### config.mk
export PLATFORM = sky130hd
export DESIGN_NAME = dmem_ctrl_flat
export DESIGN_NICKNAME = d
export VERILOG_FILES = /design/src/rtl/dmem_ctrl_if.sv /design/src/rtl/dmem_ctrl.sv /design/src/flat_wrapper.sv
export SDC_FILE = /design/constraint.sdc
export NUM_CORES = 1
export LEC_CHECK = 0
export ABC_AREA = 0
export BUFFER_PORTS_ARGS = -buffer_cell sky130_fd_sc_hd__buf_2
export CORE_MARGIN = 2
export CORE_UTILIZATION = 52
export DETAILED_ROUTE_END_ITERATION = 16
export GPL_ROUTABILITY_DRIVEN = 0
export PLACE_DENSITY = 0.88
export SYNTH_ARGS = -nofsm -noshare
export SYNTH_HDL_FRONTEND = slang
export SYNTH_SLANG_ARGS = --single-unit
### constraint.sdc
create_clock -name clock -period 6.18 [get_ports clock]
set_input_delay 0.618 -clock clock [delete_from_list [all_inputs] [get_ports clock]]
set_output_delay 0.618 -clock clock [all_outputs]
set_load 0.01 [all_outputs]
### src/rtl/dmem_ctrl_if.sv
// Data bus between the load/store controller and the memory fabric.
// Single outstanding request: valid/ready request phase, then an rvalid response phase.
interface dmem_ctrl_if;
  logic        mem_valid;
  logic        mem_ready;
  logic [31:0] mem_addr;
  logic [3:0]  mem_wstrb;
  logic [31:0] mem_wdata;
  logic        mem_rvalid;
  logic [31:0] mem_rdata;
  logic        mem_err;

  modport master (
    output mem_valid, mem_addr, mem_wstrb, mem_wdata,
    input  mem_ready, mem_rvalid, mem_rdata, mem_err
  );

  modport slave (
    input  mem_valid, mem_addr, mem_wstrb, mem_wdata,
    output mem_ready, mem_rvalid, mem_rdata, mem_err
  );
endinterface

### src/rtl/dmem_ctrl.sv
// Load/store data-memory controller: one aligned access at a time, load extraction and access faults.
// Optional macro DMEM_TIMEOUT_EN forces an access fault after TIMEOUT_CYCLES silent WAIT cycles.
module dmem_ctrl #(
  parameter int TIMEOUT_CYCLES = 255
) (
  input  logic          clock,
  input  logic          reset,
  input  logic          req_valid,
  output logic          req_ready,
  input  logic          req_load,
  input  logic          req_store,
  input  logic [2:0]    req_op,
  input  logic [31:0]   req_addr,
  input  logic [3:0]    req_byteenable,
  input  logic [31:0]   req_wdata,
  input  logic          flush,
  dmem_ctrl_if.master   bus,
  output logic          resp_valid,
  output logic [31:0]   resp_rdata,
  output logic          resp_exception,
  output logic [3:0]    resp_ecause,
  output logic [31:0]   resp_etval,
  output logic          busy
);
  typedef enum logic [1:0] {IDLE, REQ, WAIT} state_t;

  state_t      state_reg, state_next;
  logic [31:0] mem_addr_reg, mem_wdata_reg, byte_addr_reg;
  logic [3:0]  mem_wstrb_reg;
  logic [2:0]  op_reg;
  logic        is_store_reg, suppress_reg;
  logic        resp_valid_reg, resp_exception_reg;
  logic [31:0] resp_rdata_reg, resp_etval_reg;
  logic [3:0]  resp_ecause_reg;

  logic        accept, timeout_hit, complete, fault;
  logic [31:0] wdata_rep, lane, load_data;

  assign req_ready = (state_reg == IDLE) & ~flush & ~reset;
  assign accept    = req_valid & req_ready & (req_load | req_store) & (|req_byteenable);
  assign busy      = (state_reg != IDLE);

  assign bus.mem_valid = (state_reg == REQ);
  assign bus.mem_addr  = mem_addr_reg;
  assign bus.mem_wstrb = mem_wstrb_reg;
  assign bus.mem_wdata = mem_wdata_reg;

  assign resp_valid     = resp_valid_reg;
  assign resp_rdata     = resp_rdata_reg;
  assign resp_exception = resp_exception_reg;
  assign resp_ecause    = resp_ecause_reg;
  assign resp_etval     = resp_etval_reg;

`ifdef DMEM_TIMEOUT_EN
  localparam int CNT_W = ($clog2(TIMEOUT_CYCLES + 1) > 8) ? $clog2(TIMEOUT_CYCLES + 1) : 8;
  logic [CNT_W-1:0] wait_cnt_reg;

  assign timeout_hit = (state_reg == WAIT) & ~bus.mem_rvalid &
                       (wait_cnt_reg == CNT_W'(TIMEOUT_CYCLES - 1));

  always_ff @(posedge clock or posedge reset) begin
    if (reset)
      wait_cnt_reg <= '0;
    else if (state_reg == REQ)
      wait_cnt_reg <= '0;
    else if (state_reg == WAIT && !bus.mem_rvalid)
      wait_cnt_reg <= wait_cnt_reg + 1'b1;
  end
`else
  assign timeout_hit = 1'b0;
`endif

  assign complete = (state_reg == WAIT) & (bus.mem_rvalid | timeout_hit);
  // A timeout without rvalid is reported exactly like a bus error.
  assign fault    = bus.mem_rvalid ? bus.mem_err : 1'b1;

  always_comb begin
    wdata_rep = req_wdata;
    case (req_op[1:0])
      2'b00:   wdata_rep = {4{req_wdata[7:0]}};
      2'b01:   wdata_rep = {2{req_wdata[15:0]}};
      default: wdata_rep = req_wdata;
    endcase
  end

  assign lane = bus.mem_rdata >> {byte_addr_reg[1:0], 3'b000};

  always_comb begin
    load_data = lane;
    case (op_reg)
      3'b000:  load_data = {{24{lane[7]}}, lane[7:0]};
      3'b100:  load_data = {24'b0, lane[7:0]};
      3'b001:  load_data = {{16{lane[15]}}, lane[15:0]};
      3'b101:  load_data = {16'b0, lane[15:0]};
      default: load_data = lane;
    endcase
  end

  always_comb begin
    state_next = state_reg;
    case (state_reg)
      IDLE: if (accept) state_next = REQ;
      REQ: begin
        if (bus.mem_ready)  state_next = WAIT;
        else if (flush)     state_next = IDLE;
      end
      WAIT: if (complete) state_next = IDLE;
      default: state_next = IDLE;
    endcase
  end

  always_ff @(posedge clock or posedge reset) begin
    if (reset) state_reg <= IDLE;
    else       state_reg <= state_next;
  end

  always_ff @(posedge clock or posedge reset) begin
    if (reset) begin
      mem_addr_reg       <= '0;
      mem_wdata_reg      <= '0;
      mem_wstrb_reg      <= '0;
      byte_addr_reg      <= '0;
      op_reg             <= '0;
      is_store_reg       <= 1'b0;
      suppress_reg       <= 1'b0;
      resp_valid_reg     <= 1'b0;
      resp_exception_reg <= 1'b0;
      resp_rdata_reg     <= '0;
      resp_etval_reg     <= '0;
      resp_ecause_reg    <= '0;
    end else begin
      resp_valid_reg     <= 1'b0;
      resp_exception_reg <= 1'b0;
      resp_rdata_reg     <= '0;
      resp_etval_reg     <= '0;
      resp_ecause_reg    <= '0;

      if (accept) begin
        mem_addr_reg  <= {req_addr[31:2], 2'b00};
        mem_wstrb_reg <= req_store ? req_byteenable : 4'b0;
        mem_wdata_reg <= wdata_rep;
        byte_addr_reg <= req_addr;
        op_reg        <= req_op;
        is_store_reg  <= req_store;
      end

      // A flush during the bus handshake or while waiting kills the eventual response.
      if (state_reg == REQ && bus.mem_ready)
        suppress_reg <= flush;
      else if (state_reg == WAIT && flush)
        suppress_reg <= 1'b1;

      if (complete) begin
        suppress_reg <= 1'b0;
        if (!(suppress_reg | flush)) begin
          resp_valid_reg <= 1'b1;
          if (fault) begin
            resp_exception_reg <= 1'b1;
            resp_ecause_reg    <= is_store_reg ? 4'd7 : 4'd5;
            resp_etval_reg     <= byte_addr_reg;
          end else begin
            resp_rdata_reg     <= is_store_reg ? 32'b0 : load_data;
          end
        end
      end
    end
  end
endmodule

### src/flat_wrapper.sv
// flat-port wrapper written by rule: the top's interface ports become plain ports
module dmem_ctrl_flat 
#(
  parameter int TIMEOUT_CYCLES = 255
)
  (clock, reset, req_valid, req_ready, req_load, req_store, req_op, req_addr, req_byteenable, req_wdata, flush, resp_valid, resp_rdata, resp_exception, resp_ecause, resp_etval, busy, bus_mem_valid, bus_mem_addr, bus_mem_wstrb, bus_mem_wdata, bus_mem_ready, bus_mem_rvalid, bus_mem_rdata, bus_mem_err);
  dmem_ctrl_if bus_i ();
  input  logic clock;
  input  logic reset;
  input  logic req_valid;
  output logic req_ready;
  input  logic req_load;
  input  logic req_store;
  input  logic [2:0] req_op;
  input  logic [31:0] req_addr;
  input  logic [3:0] req_byteenable;
  input  logic [31:0] req_wdata;
  input  logic flush;
  output logic resp_valid;
  output logic [31:0] resp_rdata;
  output logic resp_exception;
  output logic [3:0] resp_ecause;
  output logic [31:0] resp_etval;
  output logic busy;
  output wire logic [$bits(bus_i.mem_valid)-1:0] bus_mem_valid;
  output wire logic [$bits(bus_i.mem_addr)-1:0] bus_mem_addr;
  output wire logic [$bits(bus_i.mem_wstrb)-1:0] bus_mem_wstrb;
  output wire logic [$bits(bus_i.mem_wdata)-1:0] bus_mem_wdata;
  input wire logic [$bits(bus_i.mem_ready)-1:0] bus_mem_ready;
  input wire logic [$bits(bus_i.mem_rvalid)-1:0] bus_mem_rvalid;
  input wire logic [$bits(bus_i.mem_rdata)-1:0] bus_mem_rdata;
  input wire logic [$bits(bus_i.mem_err)-1:0] bus_mem_err;
  assign bus_mem_valid = bus_i.mem_valid;
  assign bus_mem_addr = bus_i.mem_addr;
  assign bus_mem_wstrb = bus_i.mem_wstrb;
  assign bus_mem_wdata = bus_i.mem_wdata;
  assign bus_i.mem_ready = bus_mem_ready;
  assign bus_i.mem_rvalid = bus_mem_rvalid;
  assign bus_i.mem_rdata = bus_mem_rdata;
  assign bus_i.mem_err = bus_mem_err;
  dmem_ctrl #(.TIMEOUT_CYCLES(TIMEOUT_CYCLES)) u_core (.clock(clock), .reset(reset), .req_valid(req_valid), .req_ready(req_ready), .req_load(req_load), .req_store(req_store), .req_op(req_op), .req_addr(req_addr), .req_byteenable(req_byteenable), .req_wdata(req_wdata), .flush(flush), .bus(bus_i), .resp_valid(resp_valid), .resp_rdata(resp_rdata), .resp_exception(resp_exception), .resp_ecause(resp_ecause), .resp_etval(resp_etval), .busy(busy));
endmodule
==> load_flow_metrics.sql, run 1 <==
INSERT INTO impl_metrics (metric_group, metric, value, unit) VALUES
('route', 'antenna_left', '0', ''),
('die', 'design.core.area', '11400', 'µm²'),
('setup_path', 'critical_path_peak_fanout', '30', ''),
('synth', 'synth_cell_types', '37', ''),
('timing', 'period_needed', '2.82', 'ns'),
('clock_tree', 'ctsHtreeMaxLevel', '4', ''),
('place', 'place_hpwl', '10900', 'µm'),
('timing', 'tightest_slew', '1.17', 'ns'),
('setup_path', 'r2r_start', 'u_core.byte_addr_reg[1]', ''),
('global_routing', 'grt_max_degree', '101', ''),
('clock_tree', 'worst_skew_pair.late_latency', '0.41', 'ns'),
('global_routing', 'antenna_found_initial', '0', ''),
('setup_path', 'arrival', '3.16', 'ns'),
('global_routing', 'aggregate_global_route_resource_usage', '24.9', '%'),
('final_layout', 'fin_util', '68.4', '%'),
('die', 'ios', '253', ''),
('clock_tree', 'post-cts-setup-buffers', '0', ''),
('synth', 'post_synthesis_cell_count', '602', ''),
('global_routing', 'grt_overflow_total', '0', ''),
('worst_hold_path', 'hold_path.class', 'input pin to async pin', ''),
('final_layout', 'layout_net_count', '916', ''),
('timing', 'final_max_slew_viol_count', '0', ''),
('timing', 'share_of_the_clock_period_used_by_the_worst_path', '45.6', '%'),
('flow_run', 'maxCapViolCount', '0', ''),
('setup_path', 'critPathTopFamily', 'compound AO/OA/AOI/OAI gates', ''),
('setup_path', 'crit_path_max_incr_delay', '1.11', 'ns'),
('setup_path', 'worst-setup-path-type', 'flop to flop', ''),
('power', 'pwr-share-comb', '17.7', '%'),
('die', 'core.rowCount', '39', ''),
('clock_tree', 'cts_resized', '0', ''),
('synth', 'ys_async_sr_fraction', '100', '%'),
('status', 'outcome', 'completed', ''),
('clock_tree', 'cts_tree', 'built', ''),
('setup_path', 'startpoint', 'u_core.byte_addr_reg[1]', ''),
('final_layout', 'syn2layout_area_growth', '27.8', '%'),
('power', 'seqPwrFrac', '42.5', '%'),
('setup_path', 'worstSetupStartpointType', 'flop', ''),
('clock_tree', 'clock-root-buffer', 'sky130_fd_sc_hd__clkbuf_16', ''),
('timing', 'maxClockFrequency', '355', 'MHz'),
('route', 'wl_per_cell', '16.2', 'µm'),
('setup_path', 'series_of_cell_instances_along_the_critical_path', 'mux2i_1, o31a_1, a2111oi_2, a21o_1', ''),
('clock_tree', 'cts_sinks', '142', ''),
('synth', 'cell_area_after_technology_mapping', '6110', 'µm²'),
('timing', 'timing.final.setup_violations', '0', ''),
('synth', 'yosys_register_bits', '142', ''),
('power', 'switching_share', '28.1', '%'),
('timing', 'worst_slew_margin_relative_to_its_limit', '22.1', '%'),
('route', 'first_iter_violations', '415', ''),
('die', 'die_y', '112', 'µm'),
('die', 'fp.dieArea', '12600', 'µm²'),
('synth', 'synth-seq-area-share', '58.2', '%'),
('setup_path', 'critPathCaptureType', 'flop', ''),
('synth', 'ys.warnings.count', '0', ''),
('power', 'internal_dissipation', '0.00194', 'W'),
('route', 'vias', '4979', ''),
('route', 'drt_drc_violations_left', '0', ''),
('setup_path', 'critPathBufInv', '0', ''),
('power', 'p_switching', '0.000761', 'W'),
('synth', 'synth_edf_count', '0', ''),
('route', 'firstDrtPassIters', '4', ''),
('clock_tree', 'cts_inserted_buffers', '17', ''),
('power', 'power_density', '347', 'nW/µm²'),
('global_routing', 'wire_length_of_the_first_global_routing_pass', '24800', 'µm'),
('timing', 'fin_tns_setup', '0', 'ns'),
('clock_tree', 'cts-hold-fix-buffers', '0', ''),
('timing', 'rsz_0062_raised_after_global_routing', 'no', ''),
('die', 'floorplan.initialDensity', '53.5', '%'),
('synth', 'synth_area_per_cell', '10.1', 'µm²'),
('final_layout', 'antenna_diodes', '0', ''),
('place', 'place.port_buffers', '249', ''),
('die', 'chipWidth', '112', 'µm');
## synthesized netlist by cell type (2+ instances only)
library cell,n,area (µm²)
sky130_fd_sc_hd__nand2_1,166,623
sky130_fd_sc_hd__inv_1,2,7.51
sky130_fd_sc_hd__dfrtp_1,142,3550
sky130_fd_sc_hd__a21o_1,9,67.6
sky130_fd_sc_hd__mux2i_1,42,420
sky130_fd_sc_hd__buf_4,35,263
sky130_fd_sc_hd__and2_0,5,31.3
sky130_fd_sc_hd__a21oi_1,17,85.1
sky130_fd_sc_hd__or2_2,2,12.5
sky130_fd_sc_hd__a211oi_1,14,105
sky130_fd_sc_hd__o21ai_0,37,185
sky130_fd_sc_hd__and2_1,36,225
sky130_fd_sc_hd__nor4b_4,2,47.6
sky130_fd_sc_hd__nand2b_1,3,18.8
sky130_fd_sc_hd__o21ai_1,8,40.0
sky130_fd_sc_hd__nor2b_1,9,56.3
sky130_fd_sc_hd__nor2_1,20,75.1
sky130_fd_sc_hd__buf_1,3,11.3
sky130_fd_sc_hd__clkbuf_1,27,101
sky130_fd_sc_hd__buf_2,6,30.0
## per-layer routing
layer | track usage [%] | wire length, µm
met5 | 0 | 0
met4 | 9.51 | 332
met3 | 7.02 | 1250
met1 | 29.9 | 6070
met2 | 43.0 | 7880
## through the flow
stage                     hold WS, ns  cell area [µm²]  worst slack [ns]  cells
after floorplan                 0.461             6120              1.75    604
after global placement          0.456             7180              3.41    928
after detailed placement        0.461             7180              3.30    928
after CTS                       0.324             7810              3.39    959
after global routing            0.350             7810              3.17    959
final                           0.292             7810              3.36    959
## cell usage in the layout, fill, tap and decap left out, drive strengths merged
cell type  count
a2111o         1
a2111oi        1
a211oi        14
a21o           9
a21oi         17
a311oi         1
and2          41
and3           1
buf          252
bufinv         4
clkbuf        21
clkinv         4
clkinvlp       2
conb           3
dfrtp        142
inv            2
mux2           1
mux2i         42
nand2        166
nand2b         3
nand3          1
nand3b         1
nand4b         1
nor2          20
nor2b          9
nor4           1
nor4b          2
o2111a         1
o2111ai        1
o21ai         45
o31a           1
or2            2
or3            1
or3b           1
or4            1
xor2           1
## worst reg2reg max path, stage by stage (launching register included)
cell and delay (ns):
sky130_fd_sc_hd__dfrtp_1 1.11, sky130_fd_sc_hd__mux2i_1 0.22, sky130_fd_sc_hd__o31a_1 0.33, sky130_fd_sc_hd__a2111oi_2 0.93, sky130_fd_sc_hd__a21o_1 0.16
## path summary, 6_finish.rpt
path                                                  to  slack (ns)  depth (start not counted)
worst max-delay path               u_core.resp_rdata[29]        3.36                          4
worst min-delay path            u_core.byte_addr_reg[21]        0.29                          2
worst max register to register     u_core.resp_rdata[29]        3.36                          4
worst min register to register  u_core.bus.mem_wdata[27]        0.48                          2
max in group asynchronous           u_core.resp_rdata[9]        4.55                          3
min in group clock              u_core.byte_addr_reg[13]        0.40                          3
## power by group through the flow
stage / clock, W / combinational (W) / sequential [W]
after floorplan: 0 / 0.000329 / 0.00116
after global placement: 0 / 0.000466 / 0.00116
after detailed placement: 0 / 0.000481 / 0.00116
after CTS: 0.00109 / 0.000484 / 0.00115
after global routing: 0.00113 / 0.000536 / 0.00117
final: 0.00108 / 0.000480 / 0.00115
## kinds of logic (layout without fill, tap and decap cells)
logic type | after synthesis | after routing | synth area share, %
AO/OA/AOI/OAI | 91 | 91 | 8.95
AND/OR/NAND/NOR | 251 | 251 | 18.9
XOR/XNOR | 1 | 1 | 0.143
multiplexers | 43 | 43 | 7.07
other | 1 | 3 | 0.0614
flip-flops | 142 | 142 | 58.2
buffers and inverters | 73 | 285 | 6.76
## final cells by class
cell class | count | area, µm²
flip-flops and latches | 142 | 3550
well taps | 143 | 179
multi-input cells | 389 | 2170
fillers | 880 | 3610
inverters | 2 | 12.5
repair buffers | 252 | 1270
clock buffers | 21 | 460
clock inverters | 10 | 163
Note: power is estimated with default switching activity, not from simulation.
==> run 2, diff against run 1 <==
--- a/config.mk
+++ b/config.mk
@@ -8,10 +8,10 @@
 export ABC_AREA = 0
 export BUFFER_PORTS_ARGS = -buffer_cell sky130_fd_sc_hd__buf_2
 export CORE_MARGIN = 2
-export CORE_UTILIZATION = 52
+export CORE_UTILIZATION = 48
 export DETAILED_ROUTE_END_ITERATION = 16
 export GPL_ROUTABILITY_DRIVEN = 0
-export PLACE_DENSITY = 0.88
+export PLACE_DENSITY = 0.82
 export SYNTH_ARGS = -nofsm -noshare
 export SYNTH_HDL_FRONTEND = slang
 export SYNTH_SLANG_ARGS = --single-unit
==> constraint.sdc (replaced) <==
create_clock -name clock -period 2.8 [get_ports clock]
set_input_delay 0.28 -clock clock [delete_from_list [all_inputs] [get_ports clock]]
set_output_delay 0.28 -clock clock [all_outputs]
set_load 0.01 [all_outputs]
==> run 2 against run 1 <==
- routed wire length is 0.23% higher
- via count fell by 1.3%
- global-route usage shrank 1.4 points
- clock power rose by 120%
- total power up 120%
- critical path type unchanged
==> load_flow_metrics.sql, run 2 (synthesis gave the netlist of run 1 again) <==
INSERT INTO impl_metrics (metric_group, metric, value, unit) VALUES
('setup_path', 'crit_path_max_incr_delay', '0.51', 'ns'),
('place', 'place_hpwl', '11100', 'µm'),
('route', 'vias_per_cell', '4.91', ''),
('power', 'p_leak', '4.50', 'nW'),
('timing', 'worst_slew_margin_relative_to_its_limit', '58.5', '%'),
('timing', 'tightest_slew', '0.622', 'ns'),
('timing', 'share_of_the_clock_period_used_by_the_worst_path', '75.6', '%'),
('clock_tree', 'post_cts_clock_slew_at_the_launch_and_capture_registers_of_the_worst_setup_and_hold_paths', '0.06', 'ns'),
('clock_tree', 'clock_tree.buffer_depth', '2', ''),
('timing', 'final-hold-violation-count', '0', ''),
('route', 'wl_per_cell', '15.6', 'µm'),
('global_routing', 'first_global_vias', '4884', ''),
('route', 'routed_wl', '15600', 'µm'),
('power', 'switching_share', '28.2', '%'),
('clock_tree', 'cts_tree', 'built', ''),
('die', 'design.core.area', '12500', 'µm²'),
('power', 'power.ir.vdd_worst', '436', 'µV'),
('final_layout', 'register_area', '3550', 'µm²'),
('setup_path', 'critPathCaptureType', 'flop', ''),
('final_layout', 'syn2layout_area_growth', '30.4', '%'),
('timing', 'fin_worst_skew', '0.00851', 'ns'),
('global_routing', 'grt_max_degree', '85', ''),
('clock_tree', 'post-cts-setup-buffers', '0', ''),
('global_routing', 'grtUsageMet3', '7.72', '%'),
('setup_path', 'worst-setup-path-type', 'flop to flop', ''),
('die', 'floorplan.initialDensity', '48.8', '%'),
('die', 'fp.dieArea', '13600', 'µm²'),
('power', 'power_density', '751', 'nW/µm²'),
('global_routing', 'gr-usage-met1', '28.3', '%'),
('global_routing', 'grt_overflow_total', '0', ''),
('final_layout', 'most_common_library_cell_in_the_layout_ignoring_fill_and_taps', 'sky130_fd_sc_hd__buf_2', ''),
('place', 'cell_area_reported_after_detailed_placement', '7320', 'µm²'),
('final_layout', 'postLayoutCellArea', '7970', 'µm²'),
('setup_path', 'critical_path_peak_fanout', '76', ''),
('global_routing', 'wire_length_of_the_first_global_routing_pass', '24400', 'µm'),
('die', 'chipWidth', '117', 'µm'),
('final_layout', 'proportion_of_layout_cells_with_a_drive_suffix_above_1', '36.5', '%'),
('route', 'firstDrtPassIters', '4', ''),
('die', 'die_y', '117', 'µm'),
('clock_tree', 'cts_sinks', '142', ''),
('place', 'place.port_buffers', '249', ''),
('global_routing', 'antenna_found_initial', '1', ''),
('clock_tree', 'clock-root-buffer', 'sky130_fd_sc_hd__clkbuf_16', ''),
('flow_run', 'maxCapViolCount', '0', ''),
('setup_path', 'crit_slowest_cell', 'sky130_fd_sc_hd__nor4_2', ''),
('timing', 'timing.final.setup_violations', '0', ''),
('timing', 'fin_tns_setup', '0', 'ns'),
('timing', 'final_max_slew_viol_count', '0', ''),
('power', 'pwr-share-comb', '18.6', '%'),
('route', 'antenna_left', '0', ''),
('setup_path', 'arrival', '2.40', 'ns'),
('global_routing', 'grt.met2_usage', '39.8', '%'),
('die', 'ios', '253', ''),
('status', 'outcome', 'completed', ''),
('timing', 'maxClockFrequency', '472', 'MHz'),
('die', 'core.rowCount', '41', ''),
('timing', 'rsz_0062_raised_after_global_routing', 'no', ''),
('setup_path', 'series_of_cell_instances_along_the_critical_path', 'nor4_2, o2111ai_4, buf_12, nand2_1, o21ai_0', ''),
('final_layout', 'layout.filler_cells', '1050', ''),
('route', 'drt_drc_violations_left', '0', ''),
('power', 'power.clock.fraction', '39.5', '%'),
('power', 'internal_dissipation', '0.00429', 'W'),
('global_routing', 'aggregate_global_route_resource_usage', '23.5', '%'),
('setup_path', 'required', '3.08', 'ns'),
('final_layout', 'area_used_by_multi_input_combinational_logic', '2170', 'µm²'),
('power', 'seqPwrFrac', '41.9', '%'),
('route', 'first_iter_violations', '321', ''),
('timing', 'timing.hold.ws', '0.0503', 'ns'),
('power', 'p_switching', '0.00169', 'W'),
('route', 'vias', '4914', ''),
('timing', 'period_needed', '2.12', 'ns'),
('worst_hold_path', 'hold_path.class', 'input pin to flop', ''),
('setup_path', 'worstSetupStartpointType', 'flop', ''),
('clock_tree', 'ctsHtreeMaxLevel', '4', ''),
('clock_tree', 'cts_inserted_buffers', '17', ''),
('clock_tree', 'worst_skew_pair.late_latency', '0.42', 'ns'),
('final_layout', 'layout_net_count', '926', ''),
('final_layout', 'layout.cells.most_common_list', '249 x sky130_fd_sc_hd__buf_2, 166 x sky130_fd_sc_hd__nand2_1, 142 x sky130_fd_sc_hd__dfrtp_1', ''),
('global_routing', 'globalRoute.busiestLayer', 'met2', '');
## run 2: cell count changes in the layout (fill, tap and decap cells not counted), moves of 2 or more
cell                         previous run  this run
sky130_fd_sc_hd__buf_12                 0         3
sky130_fd_sc_hd__buf_4                  3         9
sky130_fd_sc_hd__clkbuf_8               2         5
sky130_fd_sc_hd__clkinvlp_4             2         4
## run 2: area by class of cell
class	instances	share of cell area, %
multi-input combinational	389	27.2
sequential	142	44.6
tap	172	2.70
clock inverter	9	1.65
clock buffer	23	6.25
antenna	1	0.0314
timing repair buffer	262	17.4
inverter	2	0.141
## run 2: path summary, 6_finish.rpt
kind	startpoint	to	slack, ns	depth (start not counted)
setup / recovery	u_core.state_reg[0]	u_core.bus.mem_wdata[17]	0.68	5
setup reg to reg	u_core.state_reg[0]	u_core.bus.mem_wdata[17]	0.68	5
hold / removal	req_addr[18]	u_core.byte_addr_reg[18]	0.05	3
hold reg to reg	u_core.bus.mem_wdata[30]	u_core.bus.mem_wdata[30]	0.48	2
min in group asynchronous	reset	u_core.byte_addr_reg[22]	0.43	3
max in group asynchronous	reset	u_core.byte_addr_reg[1]	1.60	4
## run 2: per-layer routing
metal	wire [µm]	vias up
li1	-	2364
met1	6120	2302
met2	7750	219
met3	1390	29
met4	310	0
met5	0	-
## run 2: through the flow
step	total power [W]	setup slack [ns]	std cells	utilization, %
final	0.00598	0.682	1000	63.6
after detailed placement	0.00365	0.703	966	58.5
after floorplan	0.00328	0.743	604	-
after CTS	0.00602	0.707	999	63.6
after global routing	0.00628	0.540	999	63.6
after global placement	0.00362	0.806	966	58.5
## run 2: worst max-delay path, delay by kind of cell (launching register included)
family,cells,cell delay [ns]
AO/OA/AOI/OAI,2,0.52
buffers and inverters,1,0.35
AND/OR/NAND/NOR,2,0.62
flip-flops,1,0.47
## run 2: timing repair
item | CTS | global route
hold buffers | 1 | 0
gates resized for setup | 0 | 0
endpoints found under the hold margin | 16 | 0
## run 2: power groups by stage
stage / logic (W) / registers (W) / clock network (W)
2_1_floorplan: 0.000726 / 0.00255 / 0
3_3_place_gp: 0.00108 / 0.00254 / 0
3_5_place_dp: 0.00111 / 0.00254 / 0
4_1_cts: 0.00112 / 0.00251 / 0.00239
5_1_grt: 0.00124 / 0.00254 / 0.00249
6_report: 0.00111 / 0.00251 / 0.00236
==> run 3, diff against run 2 <==
==> constraint.sdc (replaced) <==
create_clock -name clock -period 2.2 [get_ports clock]
set_input_delay 0.22 -clock clock [delete_from_list [all_inputs] [get_ports clock]]
set_output_delay 0.22 -clock clock [all_outputs]
set_load 0.01 [all_outputs]
==> run 3 against run 2 <==
- die area unchanged
- setup slack worse by 0.39 ns
- combinational power grew 33%
- via count up 2.3%
- clock skew rose by 0.0080 ns
- design area increased by 2.9%
- highest routed layer unchanged
==> load_flow_metrics.sql, run 3 (synthesis gave the netlist of run 1 again) <==
INSERT INTO impl_metrics (metric_group, metric, value, unit) VALUES
('clock_tree', 'worst_skew_pair.late_latency', '0.42', 'ns'),
('status', 'outcome', 'completed', ''),
('global_routing', 'first_global_vias', '5032', ''),
('setup_path', 'worst-setup-path-type', 'flop to flop', ''),
('clock_tree', 'cts_resized', '0', ''),
('die', 'core.rowCount', '41', ''),
('clock_tree', 'cts_tree', 'built', ''),
('clock_tree', 'clock_tree.buffer_depth', '2', ''),
('setup_path', 'critPathCaptureType', 'flop', ''),
('power', 'power.ir.vdd_worst', '537', 'µV'),
('timing', 'fin_worst_skew', '0.0165', 'ns'),
('setup_path', 'worstSetupStartpointType', 'flop', ''),
('global_routing', 'antenna_found_initial', '1', ''),
('worst_hold_path', 'hold_path.class', 'input pin to flop', ''),
('timing', 'fin_tns_setup', '0', 'ns'),
('die', 'floorplan.initialDensity', '48.8', '%'),
('timing', 'final_max_slew_viol_count', '0', ''),
('timing', 'final-hold-violation-count', '0', ''),
('clock_tree', 'cts_sinks', '142', ''),
('clock_tree', 'cts_inserted_buffers', '17', ''),
('route', 'vias_per_cell', '4.90', ''),
('setup_path', 'critical_path_peak_fanout', '20', ''),
('flow_run', 'maxCapViolCount', '0', ''),
('timing', 'maxClockFrequency', '525', 'MHz'),
('final_layout', 'layout.filler_cells', '1022', ''),
('timing', 'worst_slew_margin_relative_to_its_limit', '53.1', '%'),
('clock_tree', 'post_cts_clock_slew_at_the_launch_and_capture_registers_of_the_worst_setup_and_hold_paths', '0.06', 'ns'),
('final_layout', 'most_common_library_cell_in_the_layout_ignoring_fill_and_taps', 'sky130_fd_sc_hd__buf_2', ''),
('global_routing', 'grt_max_degree', '79', ''),
('route', 'vias', '5026', ''),
('route', 'first_iter_violations', '367', ''),
('die', 'ios', '253', ''),
('die', 'chipWidth', '117', 'µm'),
('route', 'drt_drc_violations_left', '0', ''),
('final_layout', 'proportion_of_layout_cells_with_a_drive_suffix_above_1', '35.6', '%'),
('route', 'antenna_left', '0', ''),
('die', 'fp.dieArea', '13600', 'µm²'),
('setup_path', 'required', '2.53', 'ns'),
('clock_tree', 'clock-root-buffer', 'sky130_fd_sc_hd__clkbuf_16', ''),
('global_routing', 'wire_length_of_the_first_global_routing_pass', '25000', 'µm'),
('power', 'p_leak', '4.59', 'nW'),
('die', 'design.core.area', '12500', 'µm²'),
('route', 'firstDrtPassIters', '4', ''),
('clock_tree', 'cts-hold-fix-buffers', '24', ''),
('final_layout', 'layout.cells.most_common_list', '249 x sky130_fd_sc_hd__buf_2, 166 x sky130_fd_sc_hd__nand2_1, 142 x sky130_fd_sc_hd__dfrtp_1', ''),
('global_routing', 'grt_overflow_total', '0', ''),
('route', 'routed_wl', '16000', 'µm'),
('final_layout', 'layout_net_count', '951', ''),
('route', 'wl_per_cell', '15.6', 'µm'),
('setup_path', 'arrival', '2.23', 'ns'),
('clock_tree', 'ctsHtreeMaxLevel', '4', ''),
('final_layout', 'syn2layout_area_growth', '34.1', '%'),
('place', 'place.port_buffers', '249', ''),
('die', 'die_y', '117', 'µm'),
('timing', 'tightest_slew', '0.703', 'ns'),
('timing', 'timing.final.ws_setup', '0.296', 'ns'),
('timing', 'period_needed', '1.90', 'ns'),
('timing', 'share_of_the_clock_period_used_by_the_worst_path', '86.5', '%'),
('timing', 'timing.final.setup_violations', '0', ''),
('place', 'place_hpwl', '11200', 'µm'),
('place', 'place_ws', '0.321', 'ns'),
('power', 'power_density', '912', 'nW/µm²'),
('global_routing', 'aggregate_global_route_resource_usage', '24.2', '%'),
('clock_tree', 'post-cts-setup-buffers', '0', ''),
('timing', 'rsz_0062_raised_after_global_routing', 'no', '');
## run 3: path summary, 6_finish.rpt
path                                          start                       end  slack [ns]  cells after the start
min reg2reg                u_core.bus.mem_wdata[27]  u_core.bus.mem_wdata[27]        0.48                      2
max in group asynchronous                     reset  u_core.byte_addr_reg[13]        1.07                      4
max reg2reg                     u_core.state_reg[0]     u_core.resp_rdata[20]        0.30                      5
max                             u_core.state_reg[0]     u_core.resp_rdata[20]        0.30                      5
min in group asynchronous                     reset       u_core.is_store_reg        0.49                      3
min                                     req_addr[8]   u_core.byte_addr_reg[8]        0.02                      3
## run 3: routing by layer
| layer | share of wire (%) | global-route usage (%) | up-vias | routed length (µm) |
|---|---|---|---|---|
| met3 | 7.7 | 7.21 | 22 | 1230 |
| met4 | 1.4 | 8.86 | 0 | 230 |
| met1 | 41 | 29.3 | 2383 | 6500 |
| li1 | - | - | 2413 | - |
| met2 | 50 | 41.0 | 208 | 8010 |
| met5 | 0 | 0 | - | 0 |
## run 3: layout make-up
| type | instances | area [µm²] | area share [%] |
|---|---|---|---|
| clock inverter | 10 | 113 | 1.37 |
| sequential | 142 | 3550 | 43.4 |
| multi-input combinational | 389 | 2170 | 26.5 |
| antenna | 1 | 2.50 | 0.0305 |
| clock buffer | 22 | 474 | 5.79 |
| timing repair buffer | 287 | 1650 | 20.2 |
| tap | 172 | 215 | 2.63 |
| inverter | 2 | 11.3 | 0.137 |
## run 3: where the power goes
part | switching [W] | internal, W
Combinational | 0.000854 | 0.000625
Sequential | 0.000234 | 0.00294
Clock | 0.00106 | 0.00175
Total | 0.00215 | 0.00532
## run 3: per-stage QoR
| step | std cells | hold slack [ns] | instance area [µm²] | power (W) | util, % |
|---|---|---|---|---|---|
| floorplan | 604 | 0.325 | 6120 | 0.00417 | - |
| global placement | 968 | 0.383 | 7360 | 0.00462 | 58.8 |
| detailed placement | 968 | 0.393 | 7360 | 0.00466 | 58.8 |
| CTS | 1024 | 0.00158 | 8190 | 0.00753 | 65.4 |
| global route | 1025 | 0.0215 | 8190 | 0.00787 | 65.5 |
| finish | 1025 | 0.0180 | 8190 | 0.00747 | 65.5 |
## run 3: critical path: stages, from the launching register on
cell and delay, ns:
sky130_fd_sc_hd__dfrtp_1 0.46, sky130_fd_sc_hd__nor4b_4 0.33, sky130_fd_sc_hd__nand3_1 0.10, sky130_fd_sc_hd__buf_4 0.22, sky130_fd_sc_hd__or3b_1 0.52, sky130_fd_sc_hd__o21ai_1 0.18
